--- src/rtl/fetch_stage.sv ---
// -----------------------------------------------------------------------------
// fetch_stage
// Instruction-fetch stage of the pipelined RV32I core. Owns the program
// counter, drives the instruction-memory address and registers the fetched
// instruction, its PC and PC+4 into the IF/ID boundary for the decoder.
//
// Ports:
//   clk        core clock, all state updates on the rising edge
//   rst_n      asynchronous active-low reset
//   StallF     hazard unit: hold PC and IF/ID contents
//   PCSrcE     taken branch/jump resolved in EX: redirect fetch
//   PCTargetE  redirect target address
//   ImemAddr   instruction-memory address (equals PCF)
//   ImemRdata  instruction word, combinational read of ImemAddr
//   PCF        current fetch PC
//   InstrD     registered instruction to decode
//   PCD        PC of InstrD
//   PCPlus4D   PCD + 4
//   ValidD     InstrD is a real fetched instruction (0 = bubble)
//   MisalignD  sticky: some redirect target had bits [1:0] != 0
// -----------------------------------------------------------------------------
module fetch_stage #(
    parameter int              DATA_WIDTH   = 32,
    parameter int              ADDR_WIDTH   = 32,
    parameter logic [31:0]     RESET_PC     = 32'h00000000,
    parameter logic [31:0]     BUBBLE_INSTR = 32'h00000000
) (
    input  logic                  clk,
    input  logic                  rst_n,
    input  logic                  StallF,
    input  logic                  PCSrcE,
    input  logic [ADDR_WIDTH-1:0] PCTargetE,
    output logic [ADDR_WIDTH-1:0] ImemAddr,
    input  logic [DATA_WIDTH-1:0] ImemRdata,
    output logic [ADDR_WIDTH-1:0] PCF,
    output logic [DATA_WIDTH-1:0] InstrD,
    output logic [ADDR_WIDTH-1:0] PCD,
    output logic [ADDR_WIDTH-1:0] PCPlus4D,
    output logic                  ValidD,
    output logic                  MisalignD
);

    localparam logic [ADDR_WIDTH-1:0] RESET_PC_W     = RESET_PC[ADDR_WIDTH-1:0];
    localparam logic [DATA_WIDTH-1:0] BUBBLE_INSTR_W = BUBBLE_INSTR[DATA_WIDTH-1:0];
    localparam logic [ADDR_WIDTH-1:0] FOUR           = ADDR_WIDTH'(4);

    logic [ADDR_WIDTH-1:0] pcf_q,      pcf_d;
    logic [DATA_WIDTH-1:0] instr_q,    instr_d;
    logic [ADDR_WIDTH-1:0] pcd_q,      pcd_d;
    logic [ADDR_WIDTH-1:0] pcplus4d_q, pcplus4d_d;
    logic                  valid_q,    valid_d;
    logic                  misalign_q, misalign_d;

    // Wraps modulo 2^ADDR_WIDTH by construction; no overflow flag.
    logic [ADDR_WIDTH-1:0] pcplus4f;
    assign pcplus4f = pcf_q + FOUR;

    always_comb begin
        pcf_d      = pcf_q;
        instr_d    = instr_q;
        pcd_d      = pcd_q;
        pcplus4d_d = pcplus4d_q;
        valid_d    = valid_q;
        misalign_d = misalign_q;

        if (PCSrcE) begin
            // Redirect beats stall: the instruction fetched this cycle is
            // wrong-path, so a bubble goes into IF/ID instead. PCD/PCPlus4D
            // are left alone since ValidD=0 already marks the slot empty.
            pcf_d   = {PCTargetE[ADDR_WIDTH-1:2], 2'b00};
            instr_d = BUBBLE_INSTR_W;
            valid_d = 1'b0;
            if (PCTargetE[1:0] != 2'b00) begin
                misalign_d = 1'b1;
            end
        end else if (!StallF) begin
            pcf_d      = pcplus4f;
            instr_d    = ImemRdata;
            pcd_d      = pcf_q;
            pcplus4d_d = pcplus4f;
            valid_d    = 1'b1;
        end
    end

    always_ff @(posedge clk or negedge rst_n) begin
        if (!rst_n) begin
            pcf_q      <= RESET_PC_W;
            instr_q    <= BUBBLE_INSTR_W;
            pcd_q      <= '0;
            pcplus4d_q <= '0;
            valid_q    <= 1'b0;
            misalign_q <= 1'b0;
        end else begin
            pcf_q      <= pcf_d;
            instr_q    <= instr_d;
            pcd_q      <= pcd_d;
            pcplus4d_q <= pcplus4d_d;
            valid_q    <= valid_d;
            misalign_q <= misalign_d;
        end
    end

    assign ImemAddr  = pcf_q;
    assign PCF       = pcf_q;
    assign InstrD    = instr_q;
    assign PCD       = pcd_q;
    assign PCPlus4D  = pcplus4d_q;
    assign ValidD    = valid_q;
    assign MisalignD = misalign_q;

endmodule

--- config.mk ---
export PLATFORM = sky130hd
export DESIGN_NAME = fetch_stage
export DESIGN_NICKNAME = d
export VERILOG_FILES = /design/src/rtl/fetch_stage.sv
export SDC_FILE = /design/constraint.sdc
export NUM_CORES = 1
export LEC_CHECK = 0
export ABC_AREA = 0
export BUFFER_PORTS_ARGS = -buffer_cell sky130_fd_sc_hd__buf_2
export CAP_MARGIN = 10
export CORE_MARGIN = 5
export CORE_UTILIZATION = 47
export CTS_BUF_LIST = sky130_fd_sc_hd__clkbuf_8
export CTS_CLUSTER_DIAMETER = 80
export DETAILED_ROUTE_END_ITERATION = 6
export GPL_ROUTABILITY_DRIVEN = 0
export PLACE_DENSITY = 0.76
export REMOVE_ABC_BUFFERS = 1
export SETUP_SLACK_MARGIN = 0.02
export SYNTH_ARGS = -nofsm -noshare
export SYNTH_HDL_FRONTEND = slang
export SYNTH_SLANG_ARGS = --single-unit
--- constraint.sdc ---
create_clock -name clk -period 2.04 [get_ports clk]
set_clock_uncertainty 0.1 [all_clocks]
set_input_delay 0.306 -clock clk [delete_from_list [all_inputs] [get_ports clk]]
set_output_delay 0.306 -clock clk [all_outputs]
set_load 0.02 [all_outputs]
==> results of run 1 <==
-- sequential cells by signal, summed over array words and instances (netlist names) --
signal and count:
ValidD 1, ImemAddr 30, PCD 30, PCPlus4D 30
MisalignD 1, InstrD 32
-- worst paths after layout --
kind / to / slack, ns / cells after the start
worst max-delay path: PCPlus4D[24] / 0.06 / 4
worst min register to register: PCD[22] / 0.37 / 1
worst max register to register: PCPlus4D[24] / 0.06 / 4
max in group asynchronous: InstrD[6] / 0.92 / 3
min in group asynchronous: PCD[20] / 0.24 / 2
worst min-delay path: InstrD[28] / 0.02 / 3
-- layer usage --
metal  share of wire (%)  wire, um
met5               0.036         7
met4                 2.1       413
met3                 9.4      1820
met2                  48      9280
met1                  40      7820
-- power by group --
part,internal (W),switching (W),total [W]
Sequential,0.00274,0.000182,0.00292
Clock,0.00104,0.000910,0.00195
Combinational,0.000662,0.00114,0.00180
Total,0.00444,0.00223,0.00667
-- through the flow --
| stage | cells | TNS (ns) |
|---|---|---|
| 2_1_floorplan | 587 | -9.38 |
| 3_3_place_gp | 1048 | 0 |
| 3_5_place_dp | 1048 | 0 |
| 4_1_cts | 1115 | 0 |
| 5_1_grt | 1122 | -0.0419 |
| 6_report | 1122 | 0 |
-- synthesized netlist by cell type, types with 3 or more instances --
cell,number
and4_1,3
o31ai_1,12
dfrtp_1,124
nor2_1,67
nand4_1,14
or4_1,15
a22oi_1,3
clkbuf_1,20
buf_6,8
a31oi_1,18
nor3_1,9
nand2_1,127
nand3_1,18
or4_4,3
xor2_1,3
o211ai_1,3
buf_1,7
and2_1,3
buf_2,9
or3_1,6
a311o_1,3
mux2i_1,33
inv_1,8
buf_4,43
o21ai_0,40
xnor2_1,21
nor4_1,12
a21o_1,3
-- what timing repair did --
item | CTS | global route
endpoints found under the hold margin | 72 | 0
gates resized for setup | 1 | 14
pin swaps | 0 | 3
hold buffers | 39 | 0
buffers inserted | 0 | 7
setup endpoints to repair | 1 | 16
-- worst max-delay path, stage by stage, from the launching register on --
cell     delay, ns
dfrtp_1       0.38
nand3_2       0.18
or4_4         0.56
or4_1         0.48
a31oi_1       0.19
-- cells by family (layout without fill, tap and decap cells) --
logic type	count (synthesis)	after routing	synth area share [%]
muxes	33	33	5.23
and+or+nand+nor	297	297	22.7
DFF	124	124	49.1
buffers and inverters	100	367	10.1
AOI/OAI and AO/OA	92	92	9.26
other	1	8	0.0594
xor gates and xnor gates	24	24	3.33
adders and majority gates	1	1	0.198
-- layout make-up --
| class | instances | area [um^2] | area share [%] |
|---|---|---|---|
| Clock buffer | 21 | 289 | 3.44 |
| Clock inverter | 7 | 53.8 | 0.640 |
| Inverter | 8 | 30.0 | 0.357 |
| Multi-Input combinational cell | 455 | 2660 | 31.6 |
| Sequential cell | 124 | 3110 | 36.9 |
| Tap cell | 176 | 220 | 2.62 |
| Timing Repair Buffer | 331 | 2050 | 24.4 |
==> impl_results.md, run 1 <==
* Status: finished, final reports clean
* IO Count at 230
* Initial Utilization at 47.9%
* WP data required at 2.29 ns
* VDD IR max at 427 uV
* Unrepaired setup endpoints after global routing: true
* Register clock-pin slew on the reported worst setup and hold paths at 0.07 ns
* WS Path Type: reg2reg
* Met1 Usage GRT at 30.3%
* Max Root-Sink Buffers at 2
* DRT iter0 DRCs at 435
* EDFF count, synth at 0
* Hold WS at 0.0235 ns
* Largest cells by area after synthesis: dfrtp_1 (49%), nand2_1 (7.6%), mux2i_1 (5.2%)
* Placed cell areas at 7560 um^2
* Largest area contributor in the synthesized netlist: dfrtp_1
* Diode count at 0
* Hold Path Class: in2reg
* Ys async rst share at 100%
* Final worst path period share at 97.0%
* Synthesis-to-finish area growth at 33.2%
* GRT overflow at 0
* Total chip power at 0.00667 W
* Register area share after synthesis at 49.1%
* GR Layer Usage met2 at 40.3%
* Cell area after layout at 8410 um^2
* Final hold viol count at 0
* Vias at 5,939
* First-pass GRT wire length at 30,900 um
* RR Startpoint: ImemAddr[14]
* Synth unique cells at 57
* Final setup fails at 0
* Yosys warnings at 0
* CTS tree: built
* Worst slew pin tran at 0.702 ns
* Worst Setup End Kind: flop
* Yosys reg bits at 124
* Wire per inst at 17.2 um
* Max-cap viol count at 0
* HPWL Detailed at 13,800 um
* CP max FO at 7
* Final antenna-violating net count at 0
* Netlist Area Pre-Place at 6310 um^2
* Core Area at 13,200 um^2
* Worst Path Arrival at 2.23 ns
* Most frequent cells in the layout: buf_2 (220), nand2_1 (126), dfrtp_1 (121)
* Post-Route WL at 19,300 um
* Met3 usage at 7.41%
* Hold Path Origin: ImemRdata[28]
* CP startpoint: ImemAddr[14]
* Slew margin rel. at 53.1%
* Yosys top cell area share at 49.1%
* Nets at 1,006
* Most used flip-flop cell after synthesis: dfrtp_1
* Fill cells at 1,089
* Die area at 15,900 um^2
* DR pass1 iterations at 5
* GR Util All Layers at 24.2%
* Setup Slack @ Placement at 0.0192 ns
* Final WS setup at 0.0603 ns
* F_max at 505 MHz
* Initial antenna violation count at 1
* FP Rows at 42
* Worst skew pair latency at 0.44 ns
* PwrDens at 793 nW/um^2
* Synth Instances at 672
* Vias in the first global route at 5,964
* Clock Sink Count at 124
* Share of layout cells above drive strength 1 at 36.4%
* Die H at 126 um
* DIE WIDTH at 126 um
* H-tree depth at 4
* Leading cell type in the layout, fill and taps excluded: buf_2
* Average size of a mapped cell at 9.40 um^2
* Finished Core Util at 63.8%
* IO buf count at 221
* DRC Markers at 0
* Tmin final at 1.98 ns
* Largest net degree at the start of global routing at 48
* Post-detailed-route via-to-cell ratio at 5.29
* Total CTS buffers at 17
* Most Crowded Layer GR: met2
* Worst setup SP type: flop
* Slew Limit Fails at 0
* Pleak at 4.21 nW
* CTS root buf: clkbuf_8
Note: power is estimated with default switching activity, not from simulation.
==> run 2: changes to the inputs <==
- CELL_PAD_IN_SITES_DETAIL_PLACEMENT: default -> 0
- CELL_PAD_IN_SITES_GLOBAL_PLACEMENT: default -> 1
- CORE_UTILIZATION: 47 -> 34
- PLACE_DENSITY: 0.76 -> 0.75
==> impl_results.md, run 2 (synthesis results as in run 1) <==
* Unrepaired setup endpoints after global routing: true (unchanged)
* Slew margin rel. at 66.8% (was 53.1%)
* Max Root-Sink Buffers at 2 (unchanged)
* IO buf count at 221 (unchanged)
* CTS root buf: clkbuf_8 (unchanged)
* Status: finished, final reports clean (unchanged)
* DRC Markers at 0 (unchanged)
* Final hold viol count at 0 (unchanged)
* H-tree depth at 4 (unchanged)
* Placed Cells at 1,107 (was 1,048)
* Most frequent cells in the layout: buf_2 (220), nand2_1 (126), dfrtp_1 (120) (was buf_2 (220), nand2_1 (126), dfrtp_1 (121))
* PwrDens at 809 nW/um^2 (was 793 nW/um^2)
* Tmin final at 1.97 ns (was 1.98 ns)
* CTS tree: built (unchanged)
* Reg2reg path depth at 4 (unchanged)
* Worst skew pair latency at 0.44 ns (about the same)
* Final worst path period share at 96.7% (was 97.0%)
* Leading cell type in the layout, fill and taps excluded: buf_2 (unchanged)
* Post-detailed-route via-to-cell ratio at 4.91 (was 5.29)
* Initial Utilization at 34.8% (was 47.9%)
* Core Area at 18,100 um^2 (was 13,200 um^2)
* Crit path depth at 4 (unchanged)
* Clock Sink Count at 124 (unchanged)
* Final antenna-violating net count at 0 (unchanged)
* GR Util All Layers at 18.8% (was 24.2%)
* Buf/Inv on CP at 0 (unchanged)
* F_max at 507 MHz (was 505 MHz)
* Max-cap viol count at 0 (unchanged)
* Finished Core Util at 47.9% (was 63.8%)
* Worst Path Arrival at 2.23 ns (about the same)
* WP data required at 2.30 ns (was 2.29 ns)
* Crit-path max cell delay at 0.57 ns (was 0.56 ns)
* Worst reg2reg setup slack at 0.07 ns (was 0.06 ns)
* Total CTS buffers at 17 (unchanged)
* Hold WS at 0.0231 ns (was 0.0235 ns)
* DIE WIDTH at 146 um (was 126 um)
* Vias at 5,838 (was 5,939)
* Reg-to-Reg End: PCPlus4D[28] (was PCPlus4D[24])
* Largest net degree at the start of global routing at 46 (was 48)
* CP startpoint: ImemAddr[13] (was ImemAddr[14])
* DRT iter0 DRCs at 252 (was 435)
* DR pass1 iterations at 4 (was 5)
* RR Startpoint: ImemAddr[13] (was ImemAddr[14])
* HPWL Detailed at 15,300 um (was 13,800 um)
* CP Cell Sequence: nand3_2 > or4_4 > or4_1 > a31oi_1 (unchanged)
* Slew Limit Fails at 0 (unchanged)
* Hold Path Class: in2reg (unchanged)
* Final std cells w/o fill at 1,189 (was 1,122)
* VDD IR max at 455 uV (was 427 uV)
* WS Path Type: reg2reg (unchanged)
* Post-Route WL at 20,600 um (was 19,300 um)
* Wire per inst at 17.3 um (was 17.2 um)
* Share of layout cells above drive strength 1 at 37.3% (was 36.4%)
* Pleak at 4.29 nW (was 4.21 nW)
* Die area at 21,400 um^2 (was 15,900 um^2)
* Setup TNS at 0 ns (unchanged)
* Final setup fails at 0 (unchanged)
* Worst slew pin tran at 0.494 ns (was 0.702 ns)
* CP max FO at 7 (unchanged)
* FP Rows at 49 (was 42)
* Worst setup SP type: flop (unchanged)
* Worst Setup End Kind: flop (unchanged)
* Crit-path slowest cell: or4_4 (unchanged)
* Synthesis-to-finish area growth at 37.8% (was 33.2%)
* Register clock-pin slew on the reported worst setup and hold paths at 0.08 ns (was 0.07 ns)
* Top Family by Delay on Critical Path: simple AND/OR/NAND/NOR gates (unchanged)
* Initial antenna violation count at 0 (was 1)
* Max FFs per register at 32 (unchanged)
* First-pass GRT wire length at 32,000 um (was 30,900 um)
* Diode count at 0 (unchanged)
* IO Count at 230 (unchanged)
* GRT overflow at 0 (unchanged)
* Die H at 146 um (was 126 um)
* CP Capture Point: PCPlus4D[28] (was PCPlus4D[24])
* Nets at 1,016 (was 1,006)
* Vias in the first global route at 5,823 (was 5,964)
run 2: cell types whose count changed in the layout (fill, tap and decap cells not counted), sizes merged:
| cell | change |
|---|---|
| bufinv | +2 |
| inv | -2 |
| clkinv | +4 |
| clkbuf | -5 |
| clkinvlp | +4 |
| buf | +6 |
| dlygate4sd3 | +5 |
run 2: power breakdown:
part	total [W]	internal [W]	leakage (nW)	switching, W
logic	0.00186	0.000693	2.56	0.00117
registers	0.00291	0.00273	1.52	0.000179
clock network	0.00226	0.00121	0.201	0.00106
run 2: routing by layer:
layer / up-vias / global-route usage, % / wire [um]
li1: 2829 / - / -
met1: 2797 / 24.5 / 9030
met2: 203 / 30.7 / 9770
met3: 9 / 5.67 / 1630
met4: 0 / 4.70 / 140
met5: - / 0 / 0
run 2: how the worst min path moves through the flow:
stage          slack [ns]  depth (start not counted)          start            to
2_1_floorplan       -0.09                          0          rst_n  ImemAddr[10]
3_3_place_gp         0.18                          1          rst_n       PCD[27]
3_5_place_dp         0.18                          1          rst_n       PCD[27]
4_1_cts            0.0001                          3  ImemRdata[19]    InstrD[19]
5_1_grt              0.02                          3  PCTargetE[19]  ImemAddr[19]
6_report             0.02                          3  PCTargetE[10]  ImemAddr[10]
run 2: metrics by stage:
| stage | area [um^2] | setup slack, ns | power (W) |
|---|---|---|---|
| after floorplan | 5730 | -0.677 | 0.00385 |
| after global placement | 7730 | 0.0468 | 0.00473 |
| after detailed placement | 7730 | -0.0336 | 0.00474 |
| after CTS | 8580 | -0.00572 | 0.00709 |
| after global routing | 8700 | -0.000446 | 0.00738 |
| final | 8700 | 0.0673 | 0.00704 |
run 2: timing repair:
action                                  4_1_cts  5_1_grt
hold buffers                                 44        0
pin swaps                                     0        6
resized for setup                             2       17
buffers inserted                              0        6
endpoints found under the hold margin        83        0
endpoints found under the setup margin        6       20
run 2: area by class of cell:
cell class                 instances  area [um^2]
fill                            1743         9450
sequential                       124         3110
multi-input combinational        455         2680
timing repair buffer             341         2190
tap                              229          287
clock buffer                      17          234
clock inverter                    15          176
inverter                           8         30.0
run 2: worst register-to-register path: stages (launching register included):
cell and delay (ns):
dfrtp_1 0.37, nand3_2 0.19, or4_4 0.57, or4_1 0.48, a31oi_1 0.19
